**src/rtl/rr_demux_sel_arbiter_if.sv**
```systemverilog
// Handshake bundle between the round-robin arbiter and its requesters/demux.
// The arbiter takes the slave side; the requesting environment takes the master side.
interface rr_demux_sel_arbiter_if;
    logic [7:0] i_req;
    logic       i_a;
    logic [7:0] o_sel_code;
    logic       o_a;
    logic       o_busy;
    logic       o_done;

    modport master (
        output i_req,
        output i_a,
        input  o_sel_code,
        input  o_a,
        input  o_busy,
        input  o_done
    );

    modport slave (
        input  i_req,
        input  i_a,
        output o_sel_code,
        output o_a,
        output o_busy,
        output o_done
    );
endinterface

```
**src/rtl/rr_demux_sel_arbiter.sv**
```systemverilog
// Round-robin 8-channel arbiter driving a 1:8 demux one-hot select, with burst-limited
// grants, a break-before-make dead cycle between grants, and data gating.
module rr_demux_sel_arbiter #(
    parameter int unsigned BURST_LEN = 4
) (
    input logic                   i_clk,
    input logic                   i_rst,
    rr_demux_sel_arbiter_if.slave bus
);

    typedef enum logic [1:0] {
        StIdle,
        StGrant,
        StRelease
    } state_e;

    localparam logic [4:0] LastCnt = 5'(BURST_LEN - 1);

    state_e     state_q;
    logic [2:0] ptr_q;
    logic [2:0] gnt_q;
    logic [4:0] cnt_q;
    logic [7:0] sel_q;
    logic       busy_q;
    logic       done_q;

    logic       win_valid;
    logic [2:0] win_idx;
    logic [2:0] scan_idx;
    logic       grant_last;

    // Scan from ptr+8 down to ptr+1 so the lowest offset above ptr wins last.
    always_comb begin
        win_valid = 1'b0;
        win_idx   = ptr_q;
        scan_idx  = ptr_q;
        for (int k = 8; k >= 1; k--) begin
            scan_idx = ptr_q + 3'(k);
            if (bus.i_req[scan_idx]) begin
                win_valid = 1'b1;
                win_idx   = scan_idx;
            end
        end
    end

    assign grant_last = (cnt_q == LastCnt) || !bus.i_req[gnt_q];

    always_ff @(posedge i_clk) begin
        if (i_rst) begin
            state_q <= StIdle;
            ptr_q   <= 3'd7;
            gnt_q   <= 3'd0;
            cnt_q   <= 5'd0;
            sel_q   <= 8'h00;
            busy_q  <= 1'b0;
            done_q  <= 1'b0;
        end else begin
            unique case (state_q)
                StIdle, StRelease: begin
                    done_q <= 1'b0;
                    if (win_valid) begin
                        state_q <= StGrant;
                        sel_q   <= 8'b1 << win_idx;
                        gnt_q   <= win_idx;
                        ptr_q   <= win_idx;
                        cnt_q   <= 5'd0;
                        busy_q  <= 1'b1;
                    end else begin
                        state_q <= StIdle;
                    end
                end
                StGrant: begin
                    cnt_q <= cnt_q + 5'd1;
                    if (grant_last) begin
                        state_q <= StRelease;
                        sel_q   <= 8'h00;
                        busy_q  <= 1'b0;
                        done_q  <= 1'b1;
                    end
                end
                default: begin
                    state_q <= StIdle;
                    sel_q   <= 8'h00;
                    busy_q  <= 1'b0;
                    done_q  <= 1'b0;
                end
            endcase
        end
    end

    assign bus.o_sel_code = sel_q;
    assign bus.o_busy     = busy_q;
    assign bus.o_done     = done_q;
    // Only the data path is combinational so the demux sees i_a with no added latency.
    assign bus.o_a        = bus.i_a & busy_q;

endmodule
```
**src/flat_wrapper.sv**
```systemverilog
// flat-port wrapper written by rule: the top's interface ports become plain ports
module rr_demux_sel_arbiter_flat 
#(
    parameter int unsigned BURST_LEN = 4
)
  (i_clk, i_rst, bus_i_req, bus_i_a, bus_o_sel_code, bus_o_a, bus_o_busy, bus_o_done);
  rr_demux_sel_arbiter_if bus_i ();
  input logic i_clk;
  input logic i_rst;
  input wire logic [$bits(bus_i.i_req)-1:0] bus_i_req;
  input wire logic [$bits(bus_i.i_a)-1:0] bus_i_a;
  output wire logic [$bits(bus_i.o_sel_code)-1:0] bus_o_sel_code;
  output wire logic [$bits(bus_i.o_a)-1:0] bus_o_a;
  output wire logic [$bits(bus_i.o_busy)-1:0] bus_o_busy;
  output wire logic [$bits(bus_i.o_done)-1:0] bus_o_done;
  assign bus_i.i_req = bus_i_req;
  assign bus_i.i_a = bus_i_a;
  assign bus_o_sel_code = bus_i.o_sel_code;
  assign bus_o_a = bus_i.o_a;
  assign bus_o_busy = bus_i.o_busy;
  assign bus_o_done = bus_i.o_done;
  rr_demux_sel_arbiter #(.BURST_LEN(BURST_LEN)) u_core (.i_clk(i_clk), .i_rst(i_rst), .bus(bus_i));
endmodule
```
**config.mk**
```make
export PLATFORM = sky130hd
export DESIGN_NAME = rr_demux_sel_arbiter_flat
export DESIGN_NICKNAME = d
export VERILOG_FILES = /design/src/rtl/rr_demux_sel_arbiter_if.sv /design/src/rtl/rr_demux_sel_arbiter.sv /design/src/flat_wrapper.sv
export SDC_FILE = /design/constraint.sdc
export NUM_CORES = 1
export LEC_CHECK = 0
export ABC_AREA = 1
export CAP_MARGIN = 20
export CELL_PAD_IN_SITES_DETAIL_PLACEMENT = 0
export CELL_PAD_IN_SITES_GLOBAL_PLACEMENT = 1
export CORE_MARGIN = 1.5
export CORE_UTILIZATION = 41
export CTS_CLUSTER_DIAMETER = 120
export DETAILED_ROUTE_END_ITERATION = 7
export PLACE_DENSITY_LB_ADDON = 0.1
export SYNTH_ARGS = -nofsm -noshare
export SYNTH_HDL_FRONTEND = slang
export SYNTH_SLANG_ARGS = --single-unit
```
**constraint.sdc**
```tcl
create_clock -name i_clk -period 5.8 [get_ports i_clk]
set_input_delay 1.74 -clock i_clk [delete_from_list [all_inputs] [get_ports i_clk]]
set_output_delay 1.74 -clock i_clk [all_outputs]
set_load 0.05 [all_outputs]
```
Word level (Yosys, flattened, before mapping)

Index checks and enable logic that the tools add are counted.

Register bits: 23
Input bits: 11
Output and inout port bits: 11
Logic and storage cells: 85

Add/subtract/negate cells: 8
Magnitude comparators: 9
Equal/unequal tests: 5
Shift operators: 1
Multiplexer cells: 44
Bitwise gates (word level): 2
Reductions and logical operators: 9

Operators by type and width:

| kind                                                                     | count |
|---|---|
| 3-bit by 4-bit < comparator with 1-bit output (second input constant)    | 9 |
| 1-bit binary-select mux with 3-bit select                                | 9 |
| 3-bit two-way mux                                                        | 7 |
| 1-bit two-way mux                                                        | 20 |
| 8-bit two-way mux                                                        | 2 |
| 8-bit one-hot mux with 2 select lines                                    | 1 |
| 3-bit adder (second input constant)                                      | 4 |
| 5-bit one-hot mux with 2 select lines                                    | 1 |
| 1-bit by 3-bit left shift with 8-bit output (first input constant)       | 1 |
| 3-bit by 2-bit adder with 3-bit output (second input constant)           | 2 |
| 2-bit AND reduction                                                      | 3 |
| 5-bit by 1-bit adder with 5-bit output (second input constant)           | 1 |
| 5-bit by 2-bit equality test with 1-bit output (second input constant)   | 1 |
| 5-bit two-way mux                                                        | 1 |
| 2-bit by 1-bit inequality test with 1-bit output (second input constant) | 2 |
| 2-bit one-hot mux with 2 select lines                                    | 1 |
| 2-bit OR reduction                                                       | 2 |
| 3-bit by 1-bit adder with 3-bit output (second input constant)           | 1 |
| 2-bit by 1-bit equality test with 1-bit output (second input constant)   | 1 |
| 2-bit equality test (second input constant)                              | 1 |
| 2-bit logical NOT                                                        | 1 |
| 2-bit two-way mux                                                        | 1 |
| 1-bit one-hot mux with 2 select lines                                    | 1 |
| 2-bit nonzero test                                                       | 1 |
| 4 further kinds                                                          | 4 |

Logic depth before layout (Yosys ltp)

Word-level depth: 13
Gate-level depth with buffers: 22
Mapped depth without buffers: 20

Worst setup path after synthesis

Ideal clock, no wire load.

Kind: input -> output
Start: in bus_i_a
End: out bus_o_a
Arrival time: 2109 ps
Required time: 4060 ps
Path slack: 1951 ps
Stages on the path: 2
Buffers on the path: 0
Cell sequence: nand2_1 inv_1

Longest elaborated chain between the ends: 1

RTL lines:

| element     | RTL line                   | text |
|---|---|---|
| from (decl) | flat_wrapper.sv:11         | `input wire logic [$bits(bus_i.i_a)-1:0] bus_i_a;` |
| 1-bit AND   | rr_demux_sel_arbiter.sv:95 | `assign bus.o_a = bus.i_a & busy_q;` |
| to (decl)   | flat_wrapper.sv:13         | `output wire logic [$bits(bus_i.o_a)-1:0] bus_o_a;` |

Every way passes these cells.

Worst setup path after layout

Same ends and word-level chain as after synthesis.

==> flow_summary.yaml <==
power_and_ir_drop:
  pwr-share-clk_pct: 7.9
  p_sw_share_pct: 56.2
  seq_power_share_pct: 19.9
  vdd_drop_max_uv: 341
  total_power_w: 0.00124
  leakagePower_nw: 0.875
  p_switching_w: 0.000699
  power.density_nw_per_um2: 656
  power_frac_comb_pct: 72.2
  intPower_w: 0.000545
sta:
  rsz0062_at_grt: "false"
  drv_slew: 0
  final_hold_viol_count: 0
  setup_viol: 0
  period_share_pct: 83.0
  tightest_slew_ps: 661
  min_period_ps: 4810
  setup_tns_ps: 0
  finalClockSkew_ps: 1.31
  timing.fmax_mhz: 208
  slew_headroom_pct: 55.8
worst_setup_path:
  crit_path_start_kind: "primary input"
  critPathMaxFanout: 1
  critPathKind: "primary input to output port"
  r2r_end: "u_core.bus.o_sel_code[5]"
  r2r_start: "u_core.ptr_q[0]"
  ff2ff_path_depth: 14
  rrSetupSlack_ps: 2860
  required_ps: 4060
  arrival_ps: 3070
  crit_start: "bus_i_a"
  crit_end: "bus_o_a"
  end_kind: "output port"
grt:
  grt_pass1_vias: 1530
  grtUsageTotal_pct: 19.6
  grt_pass1_wl_um: 6710
  grt_max_degree: 17
  antenna_found_initial: 0
  overflow: 0
cts:
  ctsHoldBuffers: 0
  cts_tree: "done"
  numCtsBuffers: 3
  clock-sinks: 23
  cts.clk_slew.worst_paths_ps: 80
  cts_buffer_depth: 2
  cts-resized-gates: 0
  cts-root-buf: "clkbuf_8"
  h-tree-depth: 1
  insertion_delay_ps: 260
  cts_setup_buffers: 0
floorplan:
  pin_count: 22
  initial_utilization_pct: 43.6
  core_um2: 3720
  num_rows: 22
  die_w_um: 65.9
  fp.dieH_um: 65.9
  die_area_um2: 4340
synth:
  synthSimpleGateAreaFrac_pct: 46.5
  synthCells: 264
  synth_area_per_cell_um2: 6.14
  async_flop_share_pct: 0
  yosys_warnings: 0
  synth_xor_area_share_pct: 1.08
  synthMuxAreaShare_pct: 0
  syn-num-nets: 278
  yosys.cell_types.count: 30
  synth-adder-area-share_pct: 2.31
  ys.flop_type: "dfxtp_1"
  synth_compound_area_share_pct: 12.2
  synth_top_family_by_area: "simple AND/OR/NAND/NOR gates"
  ys_ff_latch: 23
  synth_edf_count: 0
  netlist_area_um2: 1620
  seq_area_frac_synth_pct: 28.4
flow_run:
  drv_cap: 0
drt:
  wl_per_cell_um: 11.6
  drt_wl_total_um: 3830
  vias_per_cell: 5.02
  drc: 0
  drt_iter0_drc: 100
  firstDrtPassIters: 4
  detail-route-antenna-nets: 0
  num_vias: 1660
hold_path:
  hold_path_class: "flip-flop to flip-flop"
status:
  status: "complete, no violations"
placement:
  place.detailed.hpwl_um: 3010
  io_buffers: 21
  dp.cells: 327
  gp_congestion: 0.825
final_layout:
  diodes: 0
  syn2layout_area_growth_pct: 17.0
  drive_gt1_share_pct: 7.42
  fin_nets: 298
  stdcell_count: 331
[metrics by stage]
stage                     instance area [µm²]  util, %  hold slack, ps  setup WS [ps]
final                                    1900     51.0             467            985
after global routing                     1900     51.0             489            950
after CTS                                1900     51.0             470            976
after detailed placement                 1850     49.8             457            986
after global placement                   1850     49.8             453            987
after floorplan                          1620        -             454           1950
[cell families (layout without fill, tap and decap cells)]
| kind of cell | count (synthesis) | count (layout) |
|---|---|---|
| simple gates | 165 | 165 |
| buf+inv | 36 | 55 |
| compound gates | 35 | 35 |
| flops | 23 | 23 |
| fa+ha+maj | 3 | 3 |
| xor+xnor | 2 | 2 |
[worst max-delay path: stages]
cell	delay (ps)
clkdlybuf4s50_1	450
nand2_1	50
inv_1	50
clkdlybuf4s50_1	790
[worst min-delay path by stage]
stage,start,end,cells after the start,slack [ps]
6_report,u_core.bus.o_sel_code[2],u_core.bus.o_sel_code[2],2,470
3_5_place_dp,u_core.bus.o_sel_code[5],u_core.bus.o_sel_code[5],2,460
2_1_floorplan,u_core.cnt_q[0],u_core.cnt_q[0],1,450
5_1_grt,u_core.bus.o_sel_code[3],u_core.bus.o_sel_code[3],2,490
4_1_cts,u_core.bus.o_sel_code[5],u_core.bus.o_sel_code[5],2,470
3_3_place_gp,u_core.bus.o_sel_code[2],u_core.bus.o_sel_code[2],2,450
[final cells by class]
| cell class | instances | area [µm²] |
|---|---|---|
| Tap cell | 48 | 60.1 |
| Fill cell | 428 | 1820 |
| Multi-Input combinational cell | 205 | 1010 |
| Timing Repair Buffer | 21 | 210 |
| Sequential cell | 23 | 460 |
| Clock buffer | 4 | 45.0 |
| Inverter | 30 | 115 |
[synth_stat cells, types with 2 or more instances]
cell type  count  area [µm²]
clkbuf_1       2        7.51
o211ai_1       4        30.0
a21oi_1       19        95.1
inv_2          3        11.3
nand2_1       87         327
nand2_2        3        18.8
dfxtp_1       23         460
nand2_4        2        22.5
inv_1         26        97.6
buf_6          2        22.5
buf_2          2        10.0
and2_4         2        17.5
ha_1           3        37.5
o21ai_0        8        40.0
nor2_1        26        97.6
nor2_4         2        22.5
nand3_2        2        20.0
nand3_1       36         180
[flip-flops by register name (all words and copies together) (netlist names)]
register,flops
u_core.bus.o_sel_code,8
u_core.cnt_q,5
u_core.gnt_q,3
u_core.ptr_q,3
u_core.state_q,2
u_core.bus.o_busy,1
u_core.bus.o_done,1
[cell usage in the layout, fill, tap and decap left out, types with 3 or more instances in the layout]
| cell | count |
|---|---|
| a21oi_1 | 19 |
| clkbuf_8 | 3 |
| clkdlybuf4s50_1 | 21 |
| dfxtp_1 | 23 |
| ha_1 | 3 |
| inv_1 | 26 |
| inv_2 | 3 |
| nand2_1 | 87 |
| nand2_2 | 3 |
| nand3_1 | 36 |
| nor2_1 | 26 |
| o211ai_1 | 4 |
| o21ai_0 | 8 |
[power by group through the flow]
stage	Sequential (W)	Combinational [W]	Clock (W)
final	0.000247	0.000898	0.0000989
after global routing	0.000253	0.00103	0.000106
after CTS	0.000247	0.000903	0.0000997
after detailed placement	0.000250	0.000899	0
after global placement	0.000250	0.000898	0
after floorplan	0.000288	0.000674	0
[metal layers]
layer	vias up	routed length [µm]	track usage, %
met1	738	1820	26.0
li1	891	-	-
met3	4	111	1.02
met4	0	34	4.95
met2	27	1870	34.5
met5	-	0	0
No activity file was read; power rests on OpenSTA's default activity.
